$ cat src/rtl/threshold_pkg.sv
// Shared types and helpers for the double-threshold classifier.
package threshold_pkg;

  // Widest pixel the classify() helper compares; callers zero-extend to this.
  localparam int PIX_MAX_W = 32;

  typedef enum logic [1:0] {
    CLS_NONE   = 2'd0,
    CLS_WEAK   = 2'd1,
    CLS_STRONG = 2'd2
  } pixel_class_t;

  // Unsigned double-threshold decision. When low > high the WEAK band is empty,
  // because any pixel >= low is then also >= high.
  function automatic pixel_class_t classify(input logic [PIX_MAX_W-1:0] pixel,
                                            input logic [PIX_MAX_W-1:0] low,
                                            input logic [PIX_MAX_W-1:0] high);
    if (pixel >= high) return CLS_STRONG;
    if (pixel >= low)  return CLS_WEAK;
    return CLS_NONE;
  endfunction

endpackage

$ cat src/rtl/stream_skid_buffer.sv
// Two-entry valid/ready buffer. The head entry drives the outputs directly, so
// data appears one cycle after acceptance; o_ready is a flop, never a function
// of i_ready.
module stream_skid_buffer #(
  parameter int WIDTH = 8
) (
  input  logic             i_clk,
  input  logic             i_rst_n,
  input  logic             i_valid,
  output logic             o_ready,
  input  logic [WIDTH-1:0] i_data,
  output logic             o_valid,
  input  logic             i_ready,
  output logic [WIDTH-1:0] o_data
);

  logic [WIDTH-1:0] head_q;
  logic [WIDTH-1:0] tail_q;
  logic [1:0]       count_q;
  logic [1:0]       count_d;
  logic             push;
  logic             pop;

  assign push = i_valid & o_ready;
  assign pop  = o_valid & i_ready;

  // Occupancy after this cycle's push/pop.
  always_comb begin
    // NOTE: default first so every path assigns count_d and no latch is inferred.
    count_d = count_q;
    case ({push, pop})
      2'b10:   count_d = count_q + 2'd1;
      2'b01:   count_d = count_q - 2'd1;
      default: count_d = count_q;
    endcase
  end

  // Storage, occupancy and the registered handshake outputs.
  always_ff @(posedge i_clk or negedge i_rst_n) begin
    if (!i_rst_n) begin
      // NOTE: the entries are reset too, because the head drives o_data and must read 0 out of reset.
      head_q  <= '0;
      tail_q  <= '0;
      count_q <= 2'd0;
      o_valid <= 1'b0;
      o_ready <= 1'b1;
    end else begin
      // NOTE: non-blocking assignments so every flop samples pre-edge values.
      case (count_q)
        2'd0: if (push) head_q <= i_data;
        2'd1: begin
          if (push && pop) head_q <= i_data;
          else if (push)   tail_q <= i_data;
        end
        2'd2: if (pop) head_q <= tail_q;
        default: ;
      endcase
      count_q <= count_d;
      o_valid <= (count_d != 2'd0);
      o_ready <= (count_d != 2'd2);
    end
  end

  assign o_data = head_q;

endmodule

$ cat src/rtl/dual_threshold_stream.sv
// Streaming STRONG/WEAK/NONE classifier with frame-synchronous threshold
// updates and per-frame class statistics.
// Optional feature: define HYST_ROW_EN to promote WEAK pixels that directly
// follow a STRONG pixel on the same line (1-D hysteresis, chaining rightward).
module dual_threshold_stream
  import threshold_pkg::*;
#(
  parameter int DATA_W     = 8,
  parameter int CNT_W      = 20,
  parameter int DEF_HIGH   = 100,
  parameter int DEF_LOW    = 40,
  parameter int HIGH_VALUE = 255,
  parameter int WEAK_VALUE = 128,
  parameter int LOW_VALUE  = 0
) (
  input  logic              i_clk,
  input  logic              i_rst_n,
  input  logic              i_valid,
  output logic              o_ready,
  input  logic [DATA_W-1:0] i_pixel,
  input  logic              i_sof,
  input  logic              i_eol,
  input  logic              i_eof,
  input  logic              i_cfg_we,
  input  logic [DATA_W-1:0] i_cfg_high,
  input  logic [DATA_W-1:0] i_cfg_low,
  output logic              o_valid,
  input  logic              i_ready,
  output logic [DATA_W-1:0] o_pixel,
  output logic [1:0]        o_class,
  output logic              o_sof,
  output logic              o_eol,
  output logic              o_eof,
  output logic [CNT_W-1:0]  o_strong_cnt,
  output logic [CNT_W-1:0]  o_weak_cnt,
  output logic              o_stats_valid
);

  localparam int PAY_W = DATA_W + 5;
  localparam logic [DATA_W-1:0] HIGH_PIX = DATA_W'(HIGH_VALUE);
  localparam logic [DATA_W-1:0] WEAK_PIX = DATA_W'(WEAK_VALUE);
  localparam logic [DATA_W-1:0] LOW_PIX  = DATA_W'(LOW_VALUE);

  logic              accept;
  logic [DATA_W-1:0] act_high, act_low;
  logic [DATA_W-1:0] sh_high, sh_low;
  logic [DATA_W-1:0] use_high, use_low;
  pixel_class_t      raw_cls, fin_cls;
  logic [DATA_W-1:0] map_pix;
  logic [CNT_W-1:0]  strong_cnt, weak_cnt;
  logic [CNT_W-1:0]  strong_base, weak_base;
  logic [CNT_W-1:0]  strong_nxt, weak_nxt;
  logic [PAY_W-1:0]  in_data, out_data;

  assign accept = i_valid & o_ready;

  // Thresholds seen by this pixel: a frame-start pixel already uses the shadow
  // values, and a write landing in that same cycle takes priority.
  always_comb begin
    use_high = act_high;
    use_low  = act_low;
    if (i_sof) begin
      use_high = i_cfg_we ? i_cfg_high : sh_high;
      use_low  = i_cfg_we ? i_cfg_low  : sh_low;
    end
  end

  assign raw_cls = classify(32'(i_pixel), 32'(use_low), 32'(use_high));

`ifdef HYST_ROW_EN
  logic line_start;
  logic prev_strong;

  // Promote WEAK after STRONG within a line; the chain restarts at frame and line starts.
  always_comb begin
    fin_cls = raw_cls;
    if (raw_cls == CLS_WEAK && prev_strong && !line_start && !i_sof) fin_cls = CLS_STRONG;
  end

  // Track line boundaries and the class of the previous pixel for the chain.
  always_ff @(posedge i_clk or negedge i_rst_n) begin
    if (!i_rst_n) begin
      line_start  <= 1'b1;
      prev_strong <= 1'b0;
    end else if (accept) begin
      line_start  <= i_eol;
      prev_strong <= (fin_cls == CLS_STRONG);
    end
  end
`else
  assign fin_cls = raw_cls;
`endif

  // Output pixel value for the final class.
  always_comb begin
    case (fin_cls)
      CLS_STRONG: map_pix = HIGH_PIX;
      CLS_WEAK:   map_pix = WEAK_PIX;
      default:    map_pix = LOW_PIX;
    endcase
  end

  // Saturating next counts; a frame start discards any unfinished totals.
  always_comb begin
    strong_base = i_sof ? '0 : strong_cnt;
    weak_base   = i_sof ? '0 : weak_cnt;
    strong_nxt  = strong_base;
    weak_nxt    = weak_base;
    if (fin_cls == CLS_STRONG && strong_base != '1) strong_nxt = strong_base + CNT_W'(1);
    if (fin_cls == CLS_WEAK   && weak_base   != '1) weak_nxt   = weak_base   + CNT_W'(1);
  end

  // Shadow threshold writes and frame-start copy into the active set.
  always_ff @(posedge i_clk or negedge i_rst_n) begin
    if (!i_rst_n) begin
      act_high <= DATA_W'(DEF_HIGH);
      act_low  <= DATA_W'(DEF_LOW);
      sh_high  <= DATA_W'(DEF_HIGH);
      sh_low   <= DATA_W'(DEF_LOW);
    end else begin
      if (i_cfg_we) begin
        sh_high <= i_cfg_high;
        sh_low  <= i_cfg_low;
      end
      if (accept && i_sof) begin
        act_high <= use_high;
        act_low  <= use_low;
      end
    end
  end

  // Running counts, published and cleared on the end-of-frame pixel.
  always_ff @(posedge i_clk or negedge i_rst_n) begin
    if (!i_rst_n) begin
      strong_cnt    <= '0;
      weak_cnt      <= '0;
      o_strong_cnt  <= '0;
      o_weak_cnt    <= '0;
      o_stats_valid <= 1'b0;
    end else begin
      o_stats_valid <= 1'b0;
      if (accept) begin
        if (i_eof) begin
          o_strong_cnt  <= strong_nxt;
          o_weak_cnt    <= weak_nxt;
          o_stats_valid <= 1'b1;
          strong_cnt    <= '0;
          weak_cnt      <= '0;
        end else begin
          strong_cnt <= strong_nxt;
          weak_cnt   <= weak_nxt;
        end
      end
    end
  end

  assign in_data = {map_pix, fin_cls, i_sof, i_eol, i_eof};

  stream_skid_buffer #(.WIDTH(PAY_W)) u_skid (
    .i_clk   (i_clk),
    .i_rst_n (i_rst_n),
    .i_valid (i_valid),
    .o_ready (o_ready),
    .i_data  (in_data),
    .o_valid (o_valid),
    .i_ready (i_ready),
    .o_data  (out_data)
  );

  assign {o_pixel, o_class, o_sof, o_eol, o_eof} = out_data;

endmodule

$ cat config.mk
export PLATFORM = sky130hd
export DESIGN_NAME = dual_threshold_stream
export DESIGN_NICKNAME = d
export VERILOG_FILES = /design/src/rtl/threshold_pkg.sv /design/src/rtl/stream_skid_buffer.sv /design/src/rtl/dual_threshold_stream.sv
export SDC_FILE = /design/constraint.sdc
export NUM_CORES = 1
export LEC_CHECK = 0
export BUFFER_PORTS_ARGS = -buffer_cell sky130_fd_sc_hd__clkbuf_2
export CAP_MARGIN = 20
export CORE_MARGIN = 5
export CORE_UTILIZATION = 64
export DETAILED_ROUTE_END_ITERATION = 10
export PLACE_DENSITY = 0.92
export SLEW_MARGIN = 20
export SYNTH_ARGS = -nofsm -noshare
export SYNTH_HDL_FRONTEND = slang
export SYNTH_HIERARCHICAL = 1
export SYNTH_SLANG_ARGS = --single-unit
$ cat constraint.sdc
create_clock -name i_clk -period 8.6 [get_ports i_clk]
set_input_delay 1.72 -clock i_clk [delete_from_list [all_inputs] [get_ports i_clk]]
set_output_delay 1.72 -clock i_clk [all_outputs]
set_load 0.02 [all_outputs]
==> results.sh, run 1 <==
export IMPL_max_slew_margin_rel_pct=37.8
export IMPL_synth_edff_count=0
export IMPL_ctsResizeCount=0
export IMPL_htreeDepth=4
export IMPL_drive_gt1_share_pct=21.6
export IMPL_leakage_nw=4.15
export IMPL_die_x_um=122
export IMPL_synth_cell_types=67
export IMPL_worstSetupStartpointType="input pin"
export IMPL_io_pins=88
export IMPL_worst_pin_slew_ns=0.933
export IMPL_die_area_mm2=0.0148
export IMPL_finalMaxSlewViolations=0
export IMPL_setup_viol=0
export IMPL_worstSetupPathType="in -> reg"
export IMPL_worst_setup_path_end_kind="flip-flop"
export IMPL_antenna_found_initial=0
export IMPL_synth_most_common_cell="dfrtp_1"
export IMPL_status="completed"
export IMPL_first_iter_violations=601
export IMPL_rows=40
export IMPL_tritoncts="built"
export IMPL_finalPower_mw=2.41
export IMPL_synthFlopType="dfrtp_1"
export IMPL_cp_max_fo=48
export IMPL_max_cap_violations=0
export IMPL_power_density_mw_per_mm2=264
export IMPL_synthesis_nets=881
export IMPL_via_per_inst=6.17
export IMPL_peakVddDrop_mv=0.249
export IMPL_worstHoldPathType="reg -> reg"
export IMPL_avgSynthCellArea_um2=9.64
export IMPL_grt_max_degree=75
export IMPL_initial_core_util_pct=65.7
export IMPL_finalClockSkew_ns=0.0106
export IMPL_required_ns=8.95
export IMPL_min_delay_start="o_weak_cnt[19]$_DFFE_PN0P_"
export IMPL_synth_commonest_cells="dfrtp_1 (132), nand2_1 (114), o21ai_0 (69)"
export IMPL_async_flop_share_pct=100
export IMPL_whs_endpoint="o_weak_cnt[19]$_DFFE_PN0P_"
export IMPL_cts_setup_buffers=0
export IMPL_cpPeakStageDelay_ns=0.61
export IMPL_synth_top_area_share_pct=41.5
export IMPL_die_height_um=122
export IMPL_portBuffers=87
export IMPL_ant_nets=0
export IMPL_ys_seq_area_share_pct=45.1
export IMPL_syn_inst=825
export IMPL_clockBufferDepth=2
export IMPL_drc=0
export IMPL_post_drt_wl_per_cell_um=18.2
export IMPL_fill_cells=864
export IMPL_clk_pin_slew_worst_paths_ns=0.06
export IMPL_rsz0062_at_grt="false"
export IMPL_clock_sinks=143
export IMPL_critPathArrivalTime_ns=6.02
export IMPL_synth_area_leaders="dfrtp_1 (42%), mux2_2 (5.8%), nand2_1 (5.4%)"
export IMPL_gp_congestion=0.919
export IMPL_numCtsBuffers=17
export IMPL_seq_area_mm2=0.00359
export IMPL_yosysTopAreaCell="dfrtp_1"
export IMPL_rr_endpoint="o_weak_cnt[5]$_DFFE_PN0P_"
export IMPL_multi_input_area_mm2=0.00405
export IMPL_hold_viol_final=0
export IMPL_whs_ns=0.470
export IMPL_root_buffer="clkbuf_16"
export IMPL_routed_wl_um=19500
export IMPL_fin_crit_ns=5.67
export IMPL_path_cells="clkbuf_2, buf_4, inv_1, nor2_1, a21oi_1, ha_1, a2111o_1, a31oi_4, inv_2, or3_4, or3_1, a31oi_1"
export IMPL_r2r_start="sh_high[0]$_DFF_PN0_"
export IMPL_area_delta_synth_final_pct=14.7
export IMPL_n_antenna_cell=0
export IMPL_period_share_pct=65.9
export IMPL_cp_slowest_cell="or3_4"
export IMPL_grt_pass1_vias=6595
export IMPL_finalSetupTns_ns=0
export IMPL_hold_depth=2
export IMPL_track_usage_pct=27.8
export IMPL_vias=6608
export IMPL_ys_warn_count=6
export IMPL_reg2reg_slack_ns=4.67
export IMPL_core_area_mm2=0.0121
export IMPL_fin_nets=946
export IMPL_ctsHoldBuffers=0
export IMPL_synth_seq_cells=143
export IMPL_rr_worst_depth=10
export IMPL_dr_pass1_iters=5
export IMPL_clk_insertion_delay_late_ns=0.43
export IMPL_max_freq_mhz=176
export IMPL_dp_hpwl_um=12400
export IMPL_grt_pass1_wl_um=32600
export IMPL_syn_area_mm2=0.00796
export IMPL_overflow=0
==> through the flow <==
stage / utilization, % / instance area, um2 / instances / worst slack, ns
after floorplan: - / 7960 / 825 / 3.31
final: 75.4 / 9130 / 1071 / 2.93
after global routing: 75.4 / 9130 / 1071 / 2.62
after global placement: 69.8 / 8460 / 1039 / 2.76
after CTS: 75.3 / 9120 / 1071 / 3.01
after detailed placement: 69.8 / 8460 / 1039 / 2.59
==> power by group <==
group | switching [mW] | internal (mW) | leakage (nW)
registers | 0.0758 | 0.807 | 1.84
logic | 0.422 | 0.272 | 1.99
clock network | 0.285 | 0.545 | 0.320
==> worst max path at each step <==
stage / from / endpoint / slack (ns) / depth (start not counted)
final: i_sof / o_weak_cnt[5]$_DFFE_PN0P_ / 2.93 / 12
after detailed placement: i_sof / o_weak_cnt[5]$_DFFE_PN0P_ / 2.59 / 12
after CTS: i_sof / o_weak_cnt[5]$_DFFE_PN0P_ / 3.01 / 12
after floorplan: i_cfg_we / u_skid/o_data[7]$_DFFE_PN0P_ / 3.31 / 13
after global placement: i_sof / o_weak_cnt[5]$_DFFE_PN0P_ / 2.76 / 12
after global routing: i_sof / o_weak_cnt[7]$_DFFE_PN0P_ / 2.62 / 12
==> registers in the layout (all words and copies together) (netlist names) <==
signal	count
act_high	8
u_skid/count_q	2
o_stats_valid	1
o_strong_cnt	20
u_skid/o_ready	1
u_skid/o_valid	1
sh_high	8
o_weak_cnt	20
sh_low	8
weak_cnt	20
u_skid/o_data	13
act_low	8
u_skid/tail_q	13
strong_cnt	20
==> routing by layer <==
layer / wire length (um) / vias to the layer above / global-route usage [%]
met5: 0 / - / 0
met4: 541 / 0 / 12.3
met3: 1530 / 53 / 6.53
met2: 9480 / 322 / 45.0
met1: 7910 / 3153 / 35.8
li1: - / 3080 / -
==> cell families (layout without fill, tap and decap cells) <==
kind of cell	Yosys count	after routing	synth area share, %
xor gates and xnor gates	27	27	2.97
muxes	65	65	8.82
AOI/OAI and AO/OA	174	174	14.6
DFF	143	143	45.1
buffers and inverters	81	159	4.06
adders and majority gates	24	24	3.77
and+or+nand+nor	311	311	20.6
==> worst max-delay path, delay by kind of cell <==
family	cells	cell delay, ns
AO/OA/AOI/OAI	4	1.21
AND/OR/NAND/NOR	3	1.26
buffers and inverters	4	1.56
adder cells (fa/ha/maj)	1	0.24
==> final cells by class <==
class,count,share of cell area [%]
multi-input combinational,601,44.3
clock inverter,9,1.96
clock buffer,23,5.35
tap,168,2.30
inverter,35,1.44
sequential,143,39.4
timing repair buffer,92,5.25
==> cells in the final DEF (no fill, tap or decap), types with 7 or more instances in the layout <==
cell type  netlist  final
o2111ai_1        7      7
and4b_1          7      7
mux2i_1         24     24
nor2b_1         19     19
clkbuf_2         0     86
inv_1           33     33
nor4_1          16     16
and3_1           9      9
clkbuf_16        0     17
nor3_1          11     11
o31ai_1          8      8
nand2_1        114    113
a22o_1           7      7
and2_1          10     10
xnor2_1         24     24
nand3_1         19     19
mux2_2          41     41
nand4_1         11     11
a21oi_1         31     31
ha_1            24     24
or3_1            7      7
a31oi_1          9      9
nand2b_1         7      7
dfstp_2         11     11
nor2_1          56     55
dfrtp_1        132    132
o21ai_0         69     69
Power figures use the tool's default switching activity.
==> run 2, diff against run 1 <==
CORE_UTILIZATION = 54   (was 64)
PLACE_DENSITY = 0.83   (was 0.92)
clock period = 4.6 ns   (was 8.6 ns; I/O delays follow)
==> run 2 against run 1 <==
Routed wire length is 0.32% higher; clock power is 86% higher; critical path depth stayed put; worst setup slack worse by 2.2 ns; die area is 17% higher; non-clock buffer count is 9 higher; register-to-register slack worse by 3.3 ns; first-iteration DRC count is 12% lower; sequential share of layout area is 0.36 points lower; final area is 0.92% higher; global-route usage is 4.9 points lower; clock-buffer cell count stayed put; critical endpoint is now weak_cnt[12]$_DFFE_PN0P_; largest cell class unchanged; largest power group unchanged; highest routed layer is now met5.
==> results.sh, run 2 (synthesized netlist as in run 1, its figures left out) <==
export IMPL_status="completed"
export IMPL_max_cap_violations=0
export IMPL_cts_setup_buffers=0
export IMPL_hold_viol_final=0
export IMPL_peakVddDrop_mv=0.426
export IMPL_mostFrequentLayoutCell="dfrtp_1"
export IMPL_via_per_inst=5.94
export IMPL_finalNonFillerCells=1096
export IMPL_dr_pass1_iters=5
export IMPL_timing_final_ws_setup_ns=0.780
export IMPL_core_area_mm2=0.0145
export IMPL_worstSetupPathType="in -> reg"
export IMPL_max_slew_margin_rel_pct=33.5
export IMPL_clock_sinks=143
export IMPL_rr_worst_depth=11
export IMPL_critPathArrivalTime_ns=4.16
export IMPL_fin_crit_ns=3.82
export IMPL_track_usage_pct=22.9
export IMPL_grt_pass1_wl_um=32900
export IMPL_reg2reg_slack_ns=1.36
export IMPL_n_antenna_cell=0
export IMPL_portBuffers=87
export IMPL_vias=6511
export IMPL_ctsHoldBuffers=0
export IMPL_gp_congestion=0.890
export IMPL_grt_max_degree=93
export IMPL_dp_hpwl_um=13100
export IMPL_path_cells="clkbuf_2, mux2i_1, a21oi_1, ha_1, nand2b_1, a2111o_1, a31oi_4, inv_2, buf_4, nor3_4, nand2_1, o31ai_1"
export IMPL_max_freq_mhz=262
export IMPL_post_drt_wl_per_cell_um=17.8
export IMPL_routed_wl_um=19500
export IMPL_power_density_mw_per_mm2=485
export IMPL_die_x_um=131
export IMPL_htreeDepth=4
export IMPL_die_height_um=131
export IMPL_antenna_found_initial=1
export IMPL_worst_pin_slew_ns=0.998
export IMPL_fill_cells=1188
export IMPL_min_delay_start="o_weak_cnt[19]$_DFFE_PN0P_"
export IMPL_first_iter_violations=526
export IMPL_r2r_start="sh_high[0]$_DFF_PN0_"
export IMPL_period_share_pct=83.1
export IMPL_clk_insertion_delay_late_ns=0.43
export IMPL_hold_depth=2
export IMPL_required_ns=4.94
export IMPL_clk_pin_slew_worst_paths_ns=0.06
export IMPL_die_area_mm2=0.0173
export IMPL_ant_nets=0
export IMPL_cp_startpoint="i_cfg_we"
export IMPL_drive_gt1_share_pct=22.7
export IMPL_worstSetupStartpointType="input pin"
export IMPL_setup_viol=0
export IMPL_area_delta_synth_final_pct=15.8
export IMPL_overflow=0
export IMPL_worstHoldPathType="reg -> reg"
export IMPL_rows=44
export IMPL_grt_pass1_vias=6461
export IMPL_place_inst=1064
export IMPL_whs_endpoint="o_weak_cnt[19]$_DFFE_PN0P_"
export IMPL_cpPeakStageDelay_ns=0.45
export IMPL_initial_core_util_pct=55.0
export IMPL_ctsResizeCount=0
export IMPL_worst_setup_path_end_kind="flip-flop"
export IMPL_leakage_nw=4.21
export IMPL_finalClockSkew_ns=0.00676
export IMPL_fin_nets=955
export IMPL_cpLargestDelayFamily="compound AO/OA/AOI/OAI gates"
export IMPL_rsz0062_at_grt="false"
export IMPL_numCtsBuffers=17
export IMPL_pre_cts_slack_ns=0.386
export IMPL_tritoncts="built"
export IMPL_finalMaxSlewViolations=0
export IMPL_clockBufferDepth=2
export IMPL_cp_num_buf_inv=3
export IMPL_cp_slowest_cell="a2111o_1"
export IMPL_cp_max_fo=29
export IMPL_finalSetupTns_ns=0
export IMPL_root_buffer="clkbuf_16"
export IMPL_drc=0
export IMPL_rr_endpoint="weak_cnt[12]$_DFFE_PN0P_"
export IMPL_io_pins=88
export IMPL_mostFrequentLayoutCells="dfrtp_1 (132), nand2_1 (112), clkbuf_2 (86)"
==> run 2: per-layer routing <==
metal	up-vias	routed length, um	global-route usage, %
met5	-	13	0
met4	2	281	7.49
met2	231	9370	35.9
met1	3142	8650	31.8
li1	3106	-	-
met3	30	1210	4.93
==> run 2: worst reg2reg max path, cell delays in order (launching register included) <==
cell,delay [ns]
dfrtp_1,0.35
mux2i_1,0.21
a21oi_1,0.12
ha_1,0.28
nand2b_1,0.14
a2111o_1,0.45
a31oi_4,0.20
inv_2,0.27
buf_4,0.33
nor3_4,0.35
nand2_1,0.22
o31ai_1,0.24
==> run 2: report_power, final <==
group	switching [mW]	total [mW]	internal [mW]	leakage (nW)
combinational	0.770	1.29	0.519	2.04
clock	0.542	1.54	0.994	0.329
sequential	0.136	1.64	1.51	1.84
==> run 2: final cells by class <==
cell class / count / area [um2] / area share [%]
Clock inverter: 9 / 153 / 1.66
Clock buffer: 23 / 508 / 5.52
Tap cell: 184 / 230 / 2.50
Timing Repair Buffer: 101 / 547 / 5.94
Multi-Input combinational cell: 601 / 4050 / 44.0
Sequential cell: 143 / 3590 / 39.0
Inverter: 35 / 131 / 1.43
==> run 2: how the worst max path moves through the flow <==
stage | endpoint | cells past startpoint
after CTS | weak_cnt[7]$_DFFE_PN0P_ | 11
after floorplan | u_skid/o_data[7]$_DFFE_PN0P_ | 13
after detailed placement | weak_cnt[7]$_DFFE_PN0P_ | 11
after global placement | o_weak_cnt[5]$_DFFE_PN0P_ | 11
after global routing | weak_cnt[12]$_DFFE_PN0P_ | 14
final | weak_cnt[12]$_DFFE_PN0P_ | 12
==> run 2: metrics by stage <==
stage / instance area [um2] / util [%] / power [mW] / hold slack, ns
2_1_floorplan: 7960 / - / 2.60 / 0.450
3_3_place_gp: 8540 / 59.0 / 2.90 / 0.448
3_5_place_dp: 8540 / 59.0 / 2.95 / 0.460
4_1_cts: 9210 / 63.6 / 4.50 / 0.473
5_1_grt: 9210 / 63.6 / 4.70 / 0.497
6_report: 9210 / 63.6 / 4.47 / 0.466
==> run 3, diff against run 2 <==
CORE_UTILIZATION = 60   (was 54)
PLACE_DENSITY = 0.87   (was 0.83)
clock period = 3.6 ns   (was 4.6 ns; I/O delays follow)
==> run 3 against run 2 <==
Via count increased by 5.1%; final cell count increased by 1.9%; routed wire length increased by 7.2%; utilization increased by 8.8 points; worst setup slack got worse by 0.38 ns.
==> results.sh, run 3 (synthesized netlist as in run 1, its figures left out) <==
export IMPL_status="completed"
export IMPL_clk_insertion_delay_late_ns=0.44
export IMPL_peakVddDrop_mv=0.517
export IMPL_drive_gt1_share_pct=25.0
export IMPL_max_freq_mhz=312
export IMPL_pre_cts_slack_ns=0.00329
export IMPL_finalClockSkew_ns=0.00989
export IMPL_initial_core_util_pct=60.6
export IMPL_die_height_um=125
export IMPL_leakage_nw=4.38
export IMPL_ant_nets=0
export IMPL_finalMaxSlewViolations=0
export IMPL_tritoncts="built"
export IMPL_clockBufferDepth=2
export IMPL_overflow=0
export IMPL_fin_nets=984
export IMPL_required_ns=3.94
export IMPL_drc=0
export IMPL_ctsResizeCount=0
export IMPL_grt_util_met1_pct=36.9
export IMPL_clock_sinks=143
export IMPL_antenna_found_initial=0
export IMPL_fin_area_mm2=0.00952
export IMPL_cp_slowest_cell="or4_1"
export IMPL_worstSetupStartpointType="input pin"
export IMPL_cpPeakStageDelay_ns=0.53
export IMPL_hold_viol_final=0
export IMPL_met3_usage_pct=5.63
export IMPL_place_inst=1085
export IMPL_area_delta_synth_final_pct=19.6
export IMPL_finalPower_mw=5.91
export IMPL_fill_cells=941
export IMPL_routed_wl_um=20900
export IMPL_grt_max_degree=78
export IMPL_die_area_mm2=0.0157
export IMPL_vias=6846
export IMPL_via_per_inst=6.13
export IMPL_grt_pass1_wl_um=34800
export IMPL_die_x_um=125
export IMPL_power_density_mw_per_mm2=621
export IMPL_final_util_pct=72.4
export IMPL_worstSetupPathType="in -> reg"
export IMPL_post_drt_wl_per_cell_um=18.7
export IMPL_portBuffers=87
export IMPL_finalNonFillerCells=1117
export IMPL_worstHoldPathType="in -> async"
export IMPL_cp_max_fo=8
export IMPL_rows=42
export IMPL_gp_congestion=0.898
export IMPL_timing_final_ws_setup_ns=0.395
export IMPL_io_pins=88
export IMPL_clk_pin_slew_worst_paths_ns=0.06
export IMPL_path_cells="clkbuf_2, buf_12, mux2i_1, nor2_1, a21oi_1, ha_1, o21ai_0, nand2b_1, a31oi_4, inv_2, buf_12, or4_1, xnor2_1, o21ai_0"
export IMPL_worst_pin_slew_ns=0.935
export IMPL_mostFrequentLayoutCell="dfrtp_1"
export IMPL_track_usage_pct=27.5
export IMPL_dr_pass1_iters=5
export IMPL_core_area_mm2=0.0131
export IMPL_first_iter_violations=723
export IMPL_dp_hpwl_um=14500
export IMPL_numCtsBuffers=17
export IMPL_rsz0062_at_grt="false"
export IMPL_top_usage_layer="met2"
export IMPL_fin_crit_ns=3.20
export IMPL_n_antenna_cell=0
export IMPL_max_cap_violations=0
export IMPL_finalSetupTns_ns=0
export IMPL_grt_pass1_vias=6868
export IMPL_max_slew_margin_rel_pct=37.7
export IMPL_cts_setup_buffers=0
export IMPL_critPathArrivalTime_ns=3.55
export IMPL_period_share_pct=89.0
export IMPL_htreeDepth=4
export IMPL_grtUsageMet2_pct=43.4
export IMPL_ctsHoldBuffers=0
export IMPL_setup_viol=0
export IMPL_place_area_mm2=0.00884
export IMPL_worst_setup_path_end_kind="flip-flop"
export IMPL_root_buffer="clkbuf_16"
export IMPL_whs_ns=0.316
export IMPL_mostFrequentLayoutCells="dfrtp_1 (132), nand2_1 (113), clkbuf_2 (86)"
-- run 3: critical path: cells and delay by family --
| kind | cells | cell delay (ns) |
|---|---|---|
| compound gates | 4 | 0.75 |
| simple gates | 3 | 0.73 |
| fa+ha+maj | 1 | 0.26 |
| xor+xnor | 1 | 0.13 |
| mux | 1 | 0.30 |
| buf+inv | 4 | 0.64 |
-- run 3: per-layer routing --
layer  up-vias  part of all wire [%]
li1       3165                     -
met1      3299                    42
met2       326                    47
met3        56                   8.1
met4         0                   3.0
met5         -                     0
-- run 3: report_power, final --
part           total, mW  internal, mW  leakage, nW  switching (mW)
Clock               2.03          1.35        0.329           0.676
Sequential          2.11          1.93         1.84           0.182
Combinational       1.78         0.743         2.21            1.03
-- run 3: layout make-up --
| type | instances | area, um2 | area share (%) |
|---|---|---|---|
| inverter | 35 | 131 | 1.38 |
| clock buffer | 21 | 470 | 4.94 |
| clock inverter | 11 | 210 | 2.21 |
| multi-input combinational | 601 | 4050 | 42.6 |
| timing repair buffer | 130 | 840 | 8.82 |
| sequential | 143 | 3590 | 37.7 |
| tap | 176 | 220 | 2.31 |
-- run 3: worst paths after layout --
check                                                 start                     endpoint  slack, ns  cells after the start
min in group i_clk              o_strong_cnt[9]$_DFFE_PN0P_  o_strong_cnt[9]$_DFFE_PN0P_       0.48                      2
worst max register to register         sh_high[0]$_DFF_PN0_    o_weak_cnt[6]$_DFFE_PN0P_       0.70                     11
worst max-delay path                               i_cfg_we    o_weak_cnt[6]$_DFFE_PN0P_       0.40                     14
max in group asynchronous                           i_rst_n      o_stats_valid$_DFF_PN0_       2.49                      2
worst min-delay path                                i_rst_n          sh_low[7]$_DFF_PN0_       0.32                      1
worst min register to register  o_strong_cnt[9]$_DFFE_PN0P_  o_strong_cnt[9]$_DFFE_PN0P_       0.48                      2
